===== src/rtl/subleq_core_if.sv =====
// Memory bus between the SUBLEQ core (master) and its word-wide memory (slave).
// WORD_SIZE normally comes from defines.vh; it falls back to 8 when not predefined.
`ifndef WORD_SIZE
`define WORD_SIZE 8
`endif

interface subleq_core_if #(
    parameter int W = `WORD_SIZE
);
    logic         req;
    logic         load;
    logic         store;
    logic [W-1:0] addr;
    logic [W-1:0] wdata;
    logic         ack;
    logic [W-1:0] rdata;

    modport master (output req, load, store, addr, wdata, input ack, rdata);
    modport slave  (input req, load, store, addr, wdata, output ack, rdata);
endinterface


===== src/rtl/subleq_core.sv =====
// SUBLEQ core: each instruction is six bus transfers (3 fetches, 2 operand reads, 1 write).
// Optional macro SUBLEQ_HALT_EN: a taken branch to all-ones parks the core in HALT until reset.
`ifndef WORD_SIZE
`define WORD_SIZE 8
`endif

module subleq_core #(
    parameter logic [`WORD_SIZE-1:0] RESET_PC = '0
) (
    input  logic                  clk,
    input  logic                  areset,
    subleq_core_if.master         bus,
    output logic [`WORD_SIZE-1:0] pc,
    output logic                  halted
);
    localparam int W = `WORD_SIZE;

    typedef enum logic [2:0] {
        FETCH_A,
        FETCH_B,
        FETCH_C,
        READ_A,
        READ_B,
        WRITE_B,
        HALT
    } state_t;

    state_t       state_q;
    logic [W-1:0] pc_q;
    logic [W-1:0] ra_q, rb_q, rc_q;
    logic [W-1:0] opa_q, opb_q;
    logic [W-1:0] diff_d;
    logic [W-1:0] pc_d;
    logic         taken_d;
`ifdef SUBLEQ_HALT_EN
    logic         halted_q;
`endif

    // Operands are frozen during WRITE_B, so the store data stays stable across wait states.
    always_comb begin
        diff_d  = opb_q - opa_q;
        taken_d = (diff_d == '0) || diff_d[W-1];
        pc_d    = taken_d ? rc_q : pc_q + W'(3);
    end

    always_comb begin
        bus.req   = 1'b0;
        bus.load  = 1'b0;
        bus.store = 1'b0;
        bus.addr  = pc_q;
        bus.wdata = diff_d;
        case (state_q)
            FETCH_A: begin bus.req = 1'b1; bus.load = 1'b1; bus.addr = pc_q;         end
            FETCH_B: begin bus.req = 1'b1; bus.load = 1'b1; bus.addr = pc_q + W'(1); end
            FETCH_C: begin bus.req = 1'b1; bus.load = 1'b1; bus.addr = pc_q + W'(2); end
            READ_A:  begin bus.req = 1'b1; bus.load = 1'b1; bus.addr = ra_q;         end
            READ_B:  begin bus.req = 1'b1; bus.load = 1'b1; bus.addr = rb_q;         end
            WRITE_B: begin bus.req = 1'b1; bus.store = 1'b1; bus.addr = rb_q;        end
            default: ;
        endcase
    end

    always_ff @(posedge clk or negedge areset) begin
        if (!areset) begin
            state_q  <= FETCH_A;
            pc_q     <= RESET_PC;
            ra_q     <= '0;
            rb_q     <= '0;
            rc_q     <= '0;
            opa_q    <= '0;
            opb_q    <= '0;
`ifdef SUBLEQ_HALT_EN
            halted_q <= 1'b0;
`endif
        end else begin
            case (state_q)
                FETCH_A: if (bus.ack) begin ra_q  <= bus.rdata; state_q <= FETCH_B; end
                FETCH_B: if (bus.ack) begin rb_q  <= bus.rdata; state_q <= FETCH_C; end
                FETCH_C: if (bus.ack) begin rc_q  <= bus.rdata; state_q <= READ_A;  end
                READ_A:  if (bus.ack) begin opa_q <= bus.rdata; state_q <= READ_B;  end
                READ_B:  if (bus.ack) begin opb_q <= bus.rdata; state_q <= WRITE_B; end
                WRITE_B: begin
                    if (bus.ack) begin
                        pc_q <= pc_d;
`ifdef SUBLEQ_HALT_EN
                        if (taken_d && (rc_q == '1)) begin
                            state_q  <= HALT;
                            halted_q <= 1'b1;
                        end else
`endif
                        state_q <= FETCH_A;
                    end
                end
                HALT:    state_q <= HALT;
                default: state_q <= FETCH_A;
            endcase
        end
    end

    assign pc = pc_q;
`ifdef SUBLEQ_HALT_EN
    assign halted = halted_q;
`else
    assign halted = 1'b0;
`endif
endmodule


===== src/flat_wrapper.sv =====
// flat-port wrapper written by rule: the top's interface ports become plain ports
module subleq_core_flat 
#(
    parameter logic [`WORD_SIZE-1:0] RESET_PC = '0
)
  (clk, areset, pc, halted, bus_req, bus_load, bus_store, bus_addr, bus_wdata, bus_ack, bus_rdata);
  subleq_core_if #(.W((8))) bus_i ();
  input  logic clk;
  input  logic areset;
  output logic [`WORD_SIZE-1:0] pc;
  output logic halted;
  output wire logic [$bits(bus_i.req)-1:0] bus_req;
  output wire logic [$bits(bus_i.load)-1:0] bus_load;
  output wire logic [$bits(bus_i.store)-1:0] bus_store;
  output wire logic [$bits(bus_i.addr)-1:0] bus_addr;
  output wire logic [$bits(bus_i.wdata)-1:0] bus_wdata;
  input wire logic [$bits(bus_i.ack)-1:0] bus_ack;
  input wire logic [$bits(bus_i.rdata)-1:0] bus_rdata;
  assign bus_req = bus_i.req;
  assign bus_load = bus_i.load;
  assign bus_store = bus_i.store;
  assign bus_addr = bus_i.addr;
  assign bus_wdata = bus_i.wdata;
  assign bus_i.ack = bus_ack;
  assign bus_i.rdata = bus_rdata;
  subleq_core #(.RESET_PC(RESET_PC)) u_core (.clk(clk), .areset(areset), .bus(bus_i), .pc(pc), .halted(halted));
endmodule

===== config.mk =====
export PLATFORM = sky130hd
export DESIGN_NAME = subleq_core_flat
export DESIGN_NICKNAME = d
export VERILOG_FILES = /design/src/rtl/subleq_core_if.sv /design/src/rtl/subleq_core.sv /design/src/flat_wrapper.sv
export SDC_FILE = /design/constraint.sdc
export NUM_CORES = 1
export LEC_CHECK = 0
export CORE_UTILIZATION = 35
export CTS_CLUSTER_SIZE = 24
export DETAILED_ROUTE_END_ITERATION = 10
export PLACE_DENSITY_LB_ADDON = 0.08
export RECOVER_POWER = 25
export SYNTH_ARGS = -nofsm -noshare
export SYNTH_HDL_FRONTEND = slang
export SYNTH_SLANG_ARGS = --single-unit

===== constraint.sdc =====
create_clock -name clk -period 3.4 [get_ports clk]
set_input_delay 0.34 -clock clk [delete_from_list [all_inputs] [get_ports clk]]
set_output_delay 0.34 -clock clk [all_outputs]
set_load 0.02 [all_outputs]

; ---- After elaboration in Yosys (flattened, before gate mapping)
; Cells that the tools add are included.
[word_totals]
ff_bits = 51
latch_bits = 0
ramBits = 0
rom_bits = 0
input_bits = 11
output_inout_bits = 28
wordCells = 48
n_memories = 0
[op_classes]
add_sub_neg = 4
mul = 0
div_mod_pow = 0
magnitude_cmp = 0
n_eq_ne = 12
shift = 0
n_mux = 12
n_bitwise = 0
reduce_logical = 13
[ops]
columns = operator, count
row1 = 8-bit one-hot mux with 4 select lines, 1
row2 = 3-bit one-hot mux with 7 select lines, 1
row3 = 3-bit two-way mux, 6
row4 = 8-bit by 2-bit adder with 8-bit output (second input constant), 2
row5 = 2-bit inequality test (second input constant), 6
row6 = 2-bit AND reduction, 6
row7 = 3-bit equality test (second input constant), 3
row8 = 8-bit by 1-bit adder with 8-bit output (second input constant), 1
row9 = 8-bit logical NOT, 1
row10 = 8-bit two-way mux, 1
row11 = 8-bit subtractor, 1
row12 = 3-bit by 2-bit equality test with 1-bit output (second input constant), 2
row13 = 6-bit AND reduction, 1
row14 = 6-bit OR reduction, 1
row15 = 5-bit OR reduction, 1
row16 = 3-bit by 1-bit equality test with 1-bit output (second input constant), 1
row17 = 3-bit logical NOT, 1
row18 = 1-bit two-way mux, 3
row19 = 2-bit OR reduction, 1
row20 = 1-bit logical OR, 1

; ---- Logic depth before layout (Yosys ltp)
; Gate-level depths: netlist (run 1).
[logic_depth]
depth_word = 4
ltp_mapped = 12
depth_no_buf = 11

; ---- Least setup slack after synthesis (run 1)
; No wires, ideal clock.
[synth_path]
path_kind = register to register
start = register u_core.opb_q[0]
end = register u_core.pc_q[2] (netlist: u_core.pc[2])
setup_ps = 87
t_arrival_ps = 2760
required_ps = 3313
path_slack_ps = 553
stages_incl_launch_ff = 13
n_path_buf = 1
period_less_slack_ps = 2847
cell_sequence = dfrtp_1 > inv_1 > ha_1 > inv_1 > fa_1 > a211oi_2 > o21bai_1 > a21oi_1 > xnor2_1 > o41ai_4 > buf_6 > o21ai_2 > a22oi_1
[synth_via]
elab_chain_cells = 4
[synth_rtl]
columns = item, line
row1 = "start, declared", subleq_core.sv:31  ; logic [W-1:0] opa_q, opb_q;
row2 = "start signal, assigned", subleq_core.sv:71  ; opb_q <= '0;
row3 = "start signal, assigned", subleq_core.sv:81  ; READ_B: if (bus.ack) begin opb_q <= bus.rdata; state_q <= WRITE_B; end
row4 = 8-bit subtractor, subleq_core.sv:41  ; diff_d = opb_q - opa_q;
row5 = net bus_wdata[6], flat_wrapper.sv:16  ; output wire logic [$bits(bus_i.wdata)-1:0] bus_wdata;
row6 = 8-bit logical NOT, subleq_core.sv:42  ; taken_d = (diff_d == '0) || diff_d[W-1];
row7 = 1-bit logical OR, subleq_core.sv:42
row8 = 8-bit two-way mux, subleq_core.sv:43  ; pc_d = taken_d ? rc_q : pc_q + W'(3);
row9 = "end signal, assigned", subleq_core.sv:84  ; pc_q <= pc_d;
row10 = "end, declared", subleq_core.sv:29  ; logic [W-1:0] pc_q;
; The timed path passes the listed nets, and every way through them passes these cells.
; A chain may end at the register's enable or synchronous reset.

; ---- Worst setup path after layout (run 1)
[layout_path]
start = register u_core.opb_q[0]
end = output port bus_wdata[6]
[layout_via]
elab_chain_cells = 1
[layout_rtl]
columns = item, line
row1 = 8-bit subtractor, subleq_core.sv:41
row2 = "end, declared", flat_wrapper.sv:16
; No other way between the ends.

==> flow_metrics.py, run 1 <==
metrics = {
    "status": {
        "failed_checks": "max-capacitance violations, max-slew violations",
        "status": "finished, violations left",
    },
    "timing": {
        "min_period_ns": 3.10,
        "setup_viol": 0,
        "maxSlewHeadroom_pct": -11.1,
        "hold_viol": 0,
        "fin_crit_sh_pct": 91.2,
        "worstMarginPinSlew_ns": 1.67,
        "max_freq_mhz": 322,
        "final.setup.tns_ns": 0,
        "slew_viol_final": 30,
        "finalClockSkew_ns": 0.00583,
        "rsz0062_at_grt": "no",
        "worst_slack_ns": 0.299,
    },
    "setup_path": {
        "r2r_start": "u_core.opb_q[0]",
        "cp.arrival_ns": 2.76,
        "cp-end-kind": "primary output",
        "critPathLaunch": "u_core.opb_q[0]",
        "crit_required_ns": 3.06,
        "r2r_end": "u_core.pc[3]",
        "regToRegSetupSlack_ns": 0.62,
        "crit_end": "bus_wdata[6]",
        "reg2reg_depth": 12,
        "critPathKind": "reg -> out",
        "startpoint_type": "flop",
        "critPathMaxFanout": 2,
    },
    "final_layout": {
        "fin_nets": 366,
        "multiInputGateArea_um2": 1600,
        "fin_area_um2": 3650,
        "diodes": 0,
        "fin_util_pct": 43.9,
        "final_cell_mix": "dfrtp_1 (51), mux2_2 (37), clkdlybuf4s50_1 (36)",
        "area_delta_synth_final_pct": 20.6,
        "n_fill_cell": 834,
        "final_common_cell": "dfrtp_1",
        "regArea_um2": 1280,
        "drive_gt1_share_pct": 18.9,
    },
    "yosys": {
        "synth_edf_count": 0,
        "synth_area_per_cell_um2": 10.1,
        "yosysWarnings": 0,
        "yosysSeqAreaShare_pct": 42.2,
        "async_flop_share_pct": 100,
        "netlist_instances": 299,
        "synth_ff_type": "dfrtp_1",
        "synth_cell_types": 53,
        "syn_nets": 322,
        "synth-seq-cells": 51,
        "synth_area_um2": 3030,
    },
    "routing": {
        "drt-vias-per-instance": 5.27,
        "remaining_drc_errors": 0,
        "postRouteAntennaNets": 0,
        "drt-total-wl_mm": 7.45,
        "wl_per_cell_um": 16.6,
        "vias": 2364,
        "drt_iter0_drc": 122,
        "drtPass1Iterations": 4,
    },
    "global_route": {
        "grt_pass1_vias": 2418,
        "grt_max_degree": 30,
        "gr-total-overflow": 0,
        "antenna_found_initial": 0,
        "grt_pass1_wl_mm": 12.9,
        "grtUsageTotal_pct": 18.8,
    },
    "clocking": {
        "clk_latency_ns": 0.30,
        "h-tree-depth": 2,
        "post_cts_buffers": 0,
        "ctsHoldBuffers": 0,
        "clk_pin_slew_worst_paths_ns": 0.09,
        "cts_resized": 0,
        "cts_buffers": 5,
        "cts-root-buf": "clkbuf_8",
        "cts_sinks": 51,
        "cts_tree": "yes",
        "clockBufferDepth": 2,
    },
    "floorplan": {
        "die_x_um": 95.0,
        "fp.coreArea_um2": 8300,
        "initial_core_util_pct": 36.5,
        "rows": 33,
        "die_area_um2": 9020,
        "die_h_um": 95.0,
        "io_pins": 39,
    },
    "place": {
        "gp_congestion": 0.810,
        "io_buffers": 37,
        "dp.final_hpwl_mm": 5.55,
        "placed_area_um2": 3570,
        "dp_slack_ns": 0.597,
    },
    "worst_hold_path": {
        "min_path_type": "in -> async",
    },
    "flow_run": {
        "cap_violations": 1,
    },
}
## through the flow
| stage | hold WS [ns] | cells |
|---|---|---|
| global placement | 0.423 | 441 |
| floorplan | 0.0444 | 299 |
| detailed placement | 0.436 | 441 |
| finish | 0.451 | 449 |
| CTS | 0.102 | 449 |
| global route | 0.527 | 449 |
## final cells by class
type	count	share of cell area, %
multi-input combinational	211	43.8
timing repair buffer	52	13.0
clock buffer	6	1.99
clock inverter	2	0.343
sequential	51	35.0
tap	105	3.60
inverter	22	2.26
## cells in the mapped netlist, drive strengths merged (2+ instances only)
| library cell | number | area share, % |
|---|---|---|
| o21ai | 19 | 3.3 |
| dfrtp | 51 | 42 |
| a31oi | 2 | 0.41 |
| inv | 21 | 2.6 |
| nand2b | 3 | 0.62 |
| nor3 | 7 | 1.3 |
| nand2 | 22 | 2.7 |
| a21oi | 19 | 3.1 |
| nor2b | 3 | 0.62 |
| o211ai | 2 | 0.50 |
| a211oi | 7 | 2.1 |
| nand3 | 6 | 0.99 |
| mux2 | 37 | 14 |
| a22oi | 6 | 1.5 |
| a32oi | 3 | 0.87 |
| xnor2 | 5 | 1.4 |
| and2 | 3 | 0.62 |
| nor2 | 16 | 2.0 |
| and3 | 3 | 0.62 |
| clkbuf | 11 | 1.4 |
| o221ai | 2 | 0.58 |
| xor2 | 4 | 1.2 |
| buf | 4 | 0.87 |
| ha | 11 | 4.5 |
| a21o | 4 | 0.99 |
| mux2i | 7 | 2.3 |
| a311o | 2 | 0.66 |
## kinds of logic (layout without fill, tap and decap cells)
| kind of cell | after synthesis | in the layout | share of synthesized area, % |
|---|---|---|---|
| AOI/OAI and AO/OA | 79 | 79 | 18.4 |
| buffers and inverters | 37 | 82 | 4.96 |
| DFF | 51 | 51 | 42.2 |
| adders and majority gates | 12 | 12 | 5.21 |
| muxes | 44 | 44 | 16.1 |
| other | 1 | 1 | 0.124 |
| xor gates and xnor gates | 9 | 9 | 2.61 |
| and+or+nand+nor | 66 | 66 | 10.4 |
## flip-flops by register name, summed over array words and instances, names as in the netlist
register and flops:
u_core.opa_q 8, u_core.opb_q 8, u_core.pc 8, u_core.ra_q 8, u_core.rb_q 8, u_core.rc_q 8, u_core.state_q 3
## worst max-delay path, cell delays in order, from the launching register on
cell             delay, ns
dfrtp_1               0.37
inv_1                 0.06
ha_1                  0.15
inv_1                 0.05
fa_1                  0.40
a211oi_2              0.25
o21bai_1              0.10
a21oi_1               0.18
xnor2_1               0.21
clkdlybuf4s50_1       0.67
## per-layer routing
metal	track usage (%)	part of all wire, %	vias to the layer above
met5	0	0	-
met4	3.41	0.74	0
met3	3.30	2.6	5
met2	29.3	45	34
met1	27.4	52	1167
li1	-	-	1158
## worst min path at each step
stage | endpoint | cells after the start | slack, ns | startpoint
after global placement | u_core.ra_q[0] | 1 | 0.42 | areset
after global routing | u_core.opa_q[6] | 1 | 0.53 | u_core.opa_q[6]
after CTS | u_core.ra_q[0] | 1 | 0.10 | areset
final | u_core.ra_q[0] | 1 | 0.45 | areset
after detailed placement | u_core.ra_q[0] | 1 | 0.44 | areset
after floorplan | u_core.opa_q[0] | 0 | 0.04 | areset
Power of run 1 is left out: the tool's default activity adds up to more than one toggle a clock period on the data nets, which glitch-free logic cannot reach.
==> run 2: changes to the inputs <==
--- a/config.mk
+++ b/config.mk
@@ -8,6 +8,7 @@
 export CORE_UTILIZATION = 35
 export CTS_CLUSTER_SIZE = 24
 export DETAILED_ROUTE_END_ITERATION = 10
+export HOLD_SLACK_MARGIN = 0.15
 export PLACE_DENSITY_LB_ADDON = 0.08
 export RECOVER_POWER = 25
 export SYNTH_ARGS = -nofsm -noshare
==> flow_metrics.py, run 2 (synthesis gave the netlist of run 1 again) <==
metrics = {
    "place": {
        "io_buffers": 37,
        "dpl.cell_count": 441,
        "gp_congestion": 0.810,
        "dp.final_hpwl_mm": 5.55,
        "dp_slack_ns": 0.597,
    },
    "final_layout": {
        "final_cell_mix": "dfrtp_1 (51), mux2_2 (37), clkdlybuf4s50_1 (36)",
        "drive_gt1_share_pct": 18.8,
        "final_common_cell": "dfrtp_1",
        "area_delta_synth_final_pct": 20.8,
        "fin_util_pct": 44.0,
        "fin_cells": 450,
        "fin_nets": 367,
        "diodes": 0,
        "n_fill_cell": 831,
    },
    "global_route": {
        "antenna_found_initial": 0,
        "grt_max_degree": 30,
        "grt_pass1_vias": 2420,
        "grt_pass1_wl_mm": 12.9,
        "grtUsageTotal_pct": 18.9,
        "gr-total-overflow": 0,
    },
    "routing": {
        "remaining_drc_errors": 0,
        "drtPass1Iterations": 4,
        "drt-vias-per-instance": 5.28,
        "drt-total-wl_mm": 7.45,
        "postRouteAntennaNets": 0,
        "vias": 2375,
        "wl_per_cell_um": 16.5,
        "drt_iter0_drc": 103,
    },
    "clocking": {
        "post_cts_buffers": 0,
        "h-tree-depth": 2,
        "cts_buffers": 5,
        "ctsHoldBuffers": 1,
        "clockBufferDepth": 2,
        "cts-root-buf": "clkbuf_8",
        "clk_pin_slew_worst_paths_ns": 0.09,
        "cts_sinks": 51,
        "cts_tree": "yes",
        "cts_resized": 0,
        "clk_latency_ns": 0.30,
    },
    "floorplan": {
        "rows": 33,
        "fp.coreArea_um2": 8300,
        "io_pins": 39,
        "die_area_um2": 9020,
        "die_h_um": 95.0,
        "initial_core_util_pct": 36.5,
        "die_x_um": 95.0,
    },
    "timing": {
        "maxSlewHeadroom_pct": -11.9,
        "fin_crit_sh_pct": 91.2,
        "worstMarginPinSlew_ns": 1.68,
        "setup_viol": 0,
        "rsz0062_at_grt": "no",
        "worst_slack_ns": 0.299,
        "finalClockSkew_ns": 0.00520,
        "hold_viol": 0,
        "max_freq_mhz": 323,
        "final.setup.tns_ns": 0,
        "min_period_ns": 3.10,
        "slew_viol_final": 30,
    },
    "setup_path": {
        "critPathMaxFanout": 2,
        "startpoint_type": "flop",
        "cp-end-kind": "primary output",
        "cp.arrival_ns": 2.76,
        "critPathKind": "reg -> out",
        "crit_required_ns": 3.06,
    },
    "flow_run": {
        "cap_violations": 1,
    },
    "worst_hold_path": {
        "min_path_type": "reg -> reg",
    },
    "status": {
        "failed_checks": "max-capacitance violations, max-slew violations",
        "status": "finished, violations left",
    },
}
## run 2: cell types whose count changed in the layout (fill, tap and decap cells not counted), sizes merged
cell,previous run,this run
dlygate4sd3,0,1
buf,14,13
clkbuf,8,9
## run 2: worst max-delay path, cell delays in order, from the launching register on
cell	delay (ns)
dfrtp_1	0.37
inv_1	0.06
ha_1	0.15
inv_1	0.05
fa_1	0.40
a211oi_2	0.25
o21bai_1	0.10
a21oi_1	0.18
xnor2_1	0.21
clkdlybuf4s50_1	0.67
## run 2: through the flow
step,hold slack (ns),area [um^2]
finish,0.510,3650
global route,0.527,3650
CTS,0.515,3660
detailed placement,0.436,3570
global placement,0.423,3570
floorplan,0.0444,3030
## run 2: cell type report
type	count	area (um^2)	area share, %
Clock buffer	6	72.6	1.99
Clock inverter	2	12.5	0.342
Inverter	22	82.6	2.26
Multi-Input combinational cell	211	1600	43.8
Sequential cell	51	1280	34.9
Tap cell	105	131	3.59
Timing Repair Buffer	53	480	13.1
## run 2: metal layers
layer  global-route usage, %  vias to the layer above  wire [um]
li1                        -                     1159          -
met1                    27.6                     1172       3830
met2                    29.3                       39       3360
met3                    3.30                        5        202
met4                    3.41                        0         55
met5                       0                        -          0
## run 2: worst paths after layout
path	start	end	slack [ns]	cells past startpoint
worst max register to register	u_core.opb_q[0]	u_core.pc[3]	0.62	12
worst min-delay path	u_core.opa_q[6]	u_core.opa_q[6]	0.51	1
worst min register to register	u_core.opa_q[6]	u_core.opa_q[6]	0.51	1
min in group asynchronous	areset	u_core.ra_q[0]	1.00	2
max in group asynchronous	areset	u_core.rb_q[3]	1.05	3
worst max-delay path	u_core.opb_q[0]	bus_wdata[6]	0.30	9
Power of run 2 is left out for the same reason.
